[src/rtl/sync_fifo_pkg.sv]
// sync_fifo shared types and defaults.
// Flag bundle and default geometry for the FIFO.
package sync_fifo_pkg;

    localparam int DEF_DBITS = 32;
    localparam int DEF_SIZE  = 4;

    typedef struct packed {
        logic full;
        logic empty;
        logic half_full;
        logic almost_full;
        logic almost_empty;
    } fifo_flags_t;

endpackage

[src/rtl/sync_fifo_mem.sv]
// sync_fifo storage array.
// One synchronous write port, one asynchronous read port.
module fifo_mem #(
    parameter int DBITS = 32,
    parameter int SIZE  = 4
) (
    input  logic             clk,
    input  logic             we,
    input  logic [SIZE-1:0]  waddr,
    input  logic [DBITS-1:0] wdata,
    input  logic [SIZE-1:0]  raddr,
    output logic [DBITS-1:0] rdata
);

    localparam int DEPTH = 1 << SIZE;

    logic [DBITS-1:0] mem [DEPTH];

    // Store the incoming word; storage is never cleared.
    always_ff @(posedge clk) begin
        if (we) begin
            mem[waddr] <= wdata;
        end
    end

    assign rdata = mem[raddr];

endmodule

[src/rtl/sync_fifo.sv]
// sync_fifo: single-clock show-ahead FIFO.
// Pointers, count and flags; storage lives in fifo_mem.
module sync_fifo
    import sync_fifo_pkg::*;
#(
    parameter int DBITS = DEF_DBITS,
    parameter int SIZE  = DEF_SIZE
) (
    input  logic             clk,
    input  logic             reset,
    input  logic [DBITS-1:0] din,
    input  logic             wr,
    input  logic             rd,
    output logic [DBITS-1:0] dout,
    output logic             full,
    output logic             empty,
    output logic             half_full,
    output logic             almost_full,
    output logic             almost_empty
);

    localparam int DEPTH = 1 << SIZE;
    localparam logic [SIZE:0] CNT_FULL = (SIZE+1)'(DEPTH);
    localparam logic [SIZE:0] CNT_HALF = (SIZE+1)'(DEPTH / 2);
    localparam logic [SIZE:0] CNT_AF   = (SIZE+1)'(DEPTH - 2);
    localparam logic [SIZE:0] CNT_ONE  = (SIZE+1)'(1);

    logic [SIZE-1:0] wptr;
    logic [SIZE-1:0] rptr;
    logic [SIZE:0]   count;
    logic            wr_ok;
    logic            rd_ok;
    fifo_flags_t     flags;

    // A full FIFO still takes a write when the head is popped the same cycle.
    assign rd_ok = rd && !empty;
    assign wr_ok = wr && (!full || rd);

    // Flags decode only the registered count.
    always_comb begin
        flags = '0;
        flags.full         = (count == CNT_FULL);
        flags.empty        = (count == '0);
        flags.half_full    = (count >= CNT_HALF);
        flags.almost_full  = (count >= CNT_AF);
        flags.almost_empty = (count <= CNT_ONE);
    end

    assign full         = flags.full;
    assign empty        = flags.empty;
    assign half_full    = flags.half_full;
    assign almost_full  = flags.almost_full;
    assign almost_empty = flags.almost_empty;

    // Advance pointers and occupancy on accepted transfers.
    always_ff @(posedge clk or negedge reset) begin
        if (!reset) begin
            wptr  <= '0;
            rptr  <= '0;
            count <= '0;
        end else begin
            if (wr_ok) begin
                wptr <= wptr + 1'b1;
            end
            if (rd_ok) begin
                rptr <= rptr + 1'b1;
            end
            unique case ({wr_ok, rd_ok})
                2'b10:   count <= count + 1'b1;
                2'b01:   count <= count - 1'b1;
                default: count <= count;
            endcase
        end
    end

    fifo_mem #(
        .DBITS (DBITS),
        .SIZE  (SIZE)
    ) u_mem (
        .clk   (clk),
        .we    (wr_ok),
        .waddr (wptr),
        .wdata (din),
        .raddr (rptr),
        .rdata (dout)
    );

endmodule

[config.mk]
export PLATFORM = sky130hd
export DESIGN_NAME = sync_fifo
export DESIGN_NICKNAME = d
export VERILOG_FILES = /design/src/rtl/sync_fifo_pkg.sv /design/src/rtl/sync_fifo_mem.sv /design/src/rtl/sync_fifo.sv
export SDC_FILE = /design/constraint.sdc
export NUM_CORES = 1
export LEC_CHECK = 0
export ABC_CLOCK_PERIOD_IN_PS = 7000
export CAP_MARGIN = 25
export CORE_MARGIN = 2
export CORE_UTILIZATION = 55
export CTS_CLUSTER_SIZE = 16
export DETAILED_ROUTE_END_ITERATION = 8
export PLACE_DENSITY_LB_ADDON = 0.12
export SYNTH_ARGS = -nofsm -noshare
export SYNTH_HDL_FRONTEND = slang
export SYNTH_SLANG_ARGS = --single-unit
[constraint.sdc]
create_clock -name clk -period 7 [get_ports clk]
set_clock_uncertainty 0.15 [all_clocks]
set_input_delay 1.4 -clock clk [delete_from_list [all_inputs] [get_ports clk]]
set_output_delay 1.4 -clock clk [all_outputs]
set_load 0.02 [all_outputs]
# Word level (Yosys, flattened, before mapping)
# Memories as Yosys holds them, arrays and structs flattened.
# Cells that the tools add are included.
[word_totals] mem_count=1 inputBits=36 regBits=13 output_inout_bits=37 ram_bits=512
[classes] n_reduce_logical=7 mux=3 n_addsub=4 n_lt_le_gt_ge=3 n_eq_ne=3
[memory_table] memory="u_mem.mem" depth=16 word_bits=32 rd=1 rd_clocked_by_memory_dff=0 wr=1 line_no="sync_fifo_mem.sv:17" rtl="logic [DBITS-1:0] mem [DEPTH];"
[ops] cell="$ge 5x4->1 const B" n=2
[ops] cell="$pmux 5 s2" n=1
[ops] cell="$add 4x1->4 const B" n=2
[ops] cell="$add 5x1->5 const B" n=1
[ops] cell="$eq 5x5->1 const B" n=1
[ops] cell="$le 5x1->1 const B" n=1
[ops] cell="$logic_not 5->1" n=1
[ops] cell="$sub 5x1->5 const B" n=1
[ops] cell="$eq 2x1->1 const B" n=1
[ops] cell="$eq 2x2->1 const B" n=1
[ops] cell="$logic_and 1x1->1" n=2
[ops] cell="$logic_not 1->1" n=2
[ops] cell="$mux 1" n=2
[ops] cell="$reduce_bool 2->1" n=1
[ops] cell="$logic_or 1x1->1" n=1

# Logic depth before layout (Yosys ltp)
[depth] depth_word=6 mapped_depth=10

# Cells and area by module
# A second synthesis with hierarchy kept.
[hier_totals] hier_cells=870 area_unflattened_um2=19974.2
[by_module_without_submodules] mod="fifo_mem" seq_area_each_um2=15374.7 n_inst=1 cells_each=806 area_per_inst_um2=19213.4
[by_module_without_submodules] mod="sync_fifo" seq_area_each_um2=325.3 n_inst=1 cells_each=64 area_per_inst_um2=760.7

# Worst setup path after synthesis
# OpenSTA, ideal clock, no wires.
[synth_timing] path_type="in2reg" startpoint="input rd" endpoint="memory u_mem.mem[10][0] (enable)" path_stages=3 t_required_ns=6.458 setup_slack_ns=3.762 arrival_ns=2.695 setup_ns=0.392 cell_sequence="o21a_1 > clkbuf_1 > and3_1"
[synth_between] elab_chain_len=4
[synth_lines] item="start, declared" line_no="sync_fifo.sv:13" rtl="input logic rd,"
[synth_lines] item="$logic_or 1x1->1" line_no="sync_fifo.sv:37" rtl="assign wr_ok = wr && (!full || rd);"
[synth_lines] item="$logic_and 1x1->1" line_no="sync_fifo.sv:37"
[synth_lines] item="$mux 1" line_no="sync_fifo_mem.sv:21" rtl="if (we) begin"
[synth_lines] item="$mux 1 (implied by the code)" line_no="sync_fifo_mem.sv:22" rtl="mem[waddr] <= wdata;"
[synth_lines] item="end, declared" line_no="sync_fifo_mem.sv:17"
# Every way passes these cells.

# Worst setup path after layout
[layout_timing] startpoint="register rptr[0]" endpoint="output dout[13]"
[layout_between] elab_chain_len=1
[layout_lines] item="start, declared" line_no="sync_fifo.sv:29" rtl="logic [SIZE-1:0] rptr;"
[layout_lines] item="start signal, assigned" line_no="sync_fifo.sv:66" rtl="rptr <= rptr + 1'b1;"
[layout_lines] item="$mem_v2 16x32"
[layout_lines] item="end, declared" line_no="sync_fifo.sv:14" rtl="output logic [DBITS-1:0] dout,"
# Every way passes these cells.

==> results.sh <==
export IMPL_status="finished, final reports clean"
export IMPL_setup_viol=0
export IMPL_hold_viol=0
export IMPL_postCtsHoldBufs=0
export IMPL_detail_route_wl_per_cell_um=28.6
export IMPL_netlist_area_um2=20000
export IMPL_first_iter_violations=817
export IMPL_crit_arrival_ps=3520
export IMPL_rsz0062_at_grt="no"
export IMPL_ios=73
export IMPL_htreeDepth=2
export IMPL_worstMarginPinSlew_ps=797
export IMPL_coreArea_um2=35700
export IMPL_worst_setup_path_start_kind="flop"
export IMPL_insertion_delay_ps=560
export IMPL_fin_crit_ps=5070
export IMPL_num_vias=9301
export IMPL_grt_overflow_total=0
export IMPL_die_x_um=195
export IMPL_drc=0
export IMPL_fmax_ghz=0.197
export IMPL_syn_avg_cell_area_um2=22.9
export IMPL_clockBufferDepth=3
export IMPL_period_share_pct=72.4
export IMPL_ys_warnings_count=0
export IMPL_die_area_um2=37900
export IMPL_die_y_um=195
export IMPL_placed_area_um2=21300
export IMPL_grt_pass1_wl_um=62400
export IMPL_critPathSlowestCell="dfrtp_4"
export IMPL_wirelength_um=42300
export IMPL_worstPathRequired_ps=5450
export IMPL_path_cells="buf_4 -> mux4_2 -> a22oi_1 -> nand2_1 -> clkdlybuf4s50_1"
export IMPL_dpl_hpwl_um=20800
export IMPL_crit_fanout=38
export IMPL_internal_power_uw=6560
export IMPL_cts_setup_buffers=0
export IMPL_grt_start_max_net_pins=72
export IMPL_cts_resized=0
export IMPL_sequentialPowerShare_pct=42.6
export IMPL_cap_violations=0
export IMPL_fin_area_um2=22900
export IMPL_cts_tree="built"
export IMPL_grt_pass1_vias=9913
export IMPL_cts_made_buffers=51
export IMPL_viasPerCell=6.28
export IMPL_seq_area_frac_synth_pct=78.5
export IMPL_cts_sinks=525
export IMPL_cts_root_buffer="clkbuf_16"
export IMPL_hp_class="flop to flop"
export IMPL_p_clk_share_pct=26.3
export IMPL_yosys_register_bits=525
export IMPL_critPathMaxStageDelay_ps=940
export IMPL_portBuffers=72
export IMPL_switching_share_pct=30.3
export IMPL_start_util_pct=56.0
export IMPL_ir_worst_vdd_mv=0.308
export IMPL_p_leak_uw=0.00735
export IMPL_area_growth_pct=14.3
export IMPL_antenna_found_initial=1
export IMPL_synth_nets=920
export IMPL_synth_distinct_cells=34
export IMPL_drtAntennaViolNets=0
export IMPL_drt_pass1_iterations=5
export IMPL_synth_cells=874
export IMPL_power_switching_uw=2860
export IMPL_drive_above_1_share_pct=24.1
export IMPL_rows=69
export IMPL_end_kind="output pin"
export IMPL_post_route_util_pct=64.0
export IMPL_nets=1026
export IMPL_slew_headroom_pct=46.9
export IMPL_power_frac_comb_pct=31.0
export IMPL_antenna_cells=0
export IMPL_clkSlewWorstSetupHoldPaths_ps=60
export IMPL_slew_viol_final=0
export IMPL_tns_ps=0
export IMPL_gp_congestion=0.736
export IMPL_grt_usage_pct=22.9
export IMPL_path_class="flop to output pin"
export IMPL_p_per_area_nw_per_um2=412
-- path summary, 6_finish.rpt --
kind                           from               end  slack [ps]  cells after the start
max                         rptr[0]          dout[13]        1930                      5
min                         wptr[3]           wptr[3]         390                      1
max reg2reg                count[0]  u_mem.mem[5][11]        4030                      6
min reg2reg                 wptr[3]           wptr[3]         390                      1
max in group asynchronous     reset           rptr[0]        5160                      1
min in group asynchronous     reset           wptr[2]        1080                      1
-- registers in the layout, indices dropped and copies added, names as in the netlist --
| signal | cells |
|---|---|
| count | 5 |
| rptr | 4 |
| u_mem.mem | 512 |
| wptr | 4 |
-- Yosys cell counts, drive strengths merged --
cell type	count	area share (%)
a21oi	3	0.075
a22oi	64	2.4
a31o	1	0.044
and2	6	0.19
and3	13	0.41
and4	1	0.044
buf	26	0.82
clkbuf	20	0.38
dfrtp	13	1.6
edfxtp	512	77
ha	10	0.63
inv	8	0.15
mux2	2	0.11
mux2i	1	0.050
mux4	128	14
nand2	34	0.64
nand3	2	0.050
nand4b	2	0.088
nand4bb	2	0.11
nor2	3	0.056
nor2b	4	0.13
nor3	1	0.025
o211a	1	0.050
o21a	1	0.038
o21ai	2	0.050
or2	1	0.031
or4b	2	0.10
xnor2	7	0.31
xor2	4	0.18
-- worst max-delay path: cells and delay by family (launching register included) --
kind	cells	cell delay, ps
and+or+nand+nor	1	90
muxes	1	560
DFF	1	940
buffers and inverters	2	1100
AOI/OAI and AO/OA	1	230
-- stage by stage --
step | std cells | hold WS [ps] | setup slack [ps] | total power (uW)
floorplan | 874 | 339 | 3760 | 5940
global placement | 1387 | 364 | 2450 | 6960
detailed placement | 1387 | 377 | 2400 | 7030
CTS | 1480 | 391 | 1780 | 9510
global route | 1481 | 416 | 1660 | 9820
finish | 1481 | 388 | 1930 | 9420
-- cell usage in the layout, fill, tap and decap left out, types with 3 or more instances in the layout --
cell	n
and2_2	4
edfxtp_1	512
inv_1	8
nand2_1	34
clkbuf_16	52
ha_1	10
dfrtp_1	11
xnor2_1	7
clkinv_1	17
clkdlybuf4s50_1	72
buf_4	25
a22oi_1	64
and3_2	12
clkinv_2	10
xor2_1	4
clkbuf_1	10
a21oi_1	3
mux4_2	128
-- routing by layer --
layer	global-route usage (%)	part of all wire, %	vias to the layer above
met1	30.4	40	4971
met4	6.14	2.2	2
met5	0	0.038	-
met2	39.8	52	334
met3	4.10	6.3	77
li1	-	-	3917
-- power groups by stage --
stage / logic, uW / clock network (uW) / registers (uW)
2_1_floorplan: 2010 / 0 / 3930
3_3_place_gp: 2860 / 0 / 4100
3_5_place_dp: 2890 / 0 / 4140
4_1_cts: 2910 / 2530 / 4070
5_1_grt: 3110 / 2650 / 4050
6_report: 2920 / 2480 / 4020
-- layout make-up --
type / count / area, um2
sequential: 525 / 15700
fill: 2376 / 12900
multi-input combinational: 295 / 4080
clock buffer: 62 / 1340
timing repair buffer: 99 / 948
tap: 461 / 577
clock inverter: 31 / 178
inverter: 8 / 30.0
-- logic make-up after synthesis --
group | count (synthesis) | share of synthesized area, %
mux | 131 | 14.6
compound gates | 72 | 2.66
buf+inv | 54 | 1.34
xor+xnor | 11 | 0.481
fa+ha+maj | 10 | 0.625
simple gates | 71 | 1.86
flops | 525 | 78.5
No activity file was read; power rests on OpenSTA's default activity.
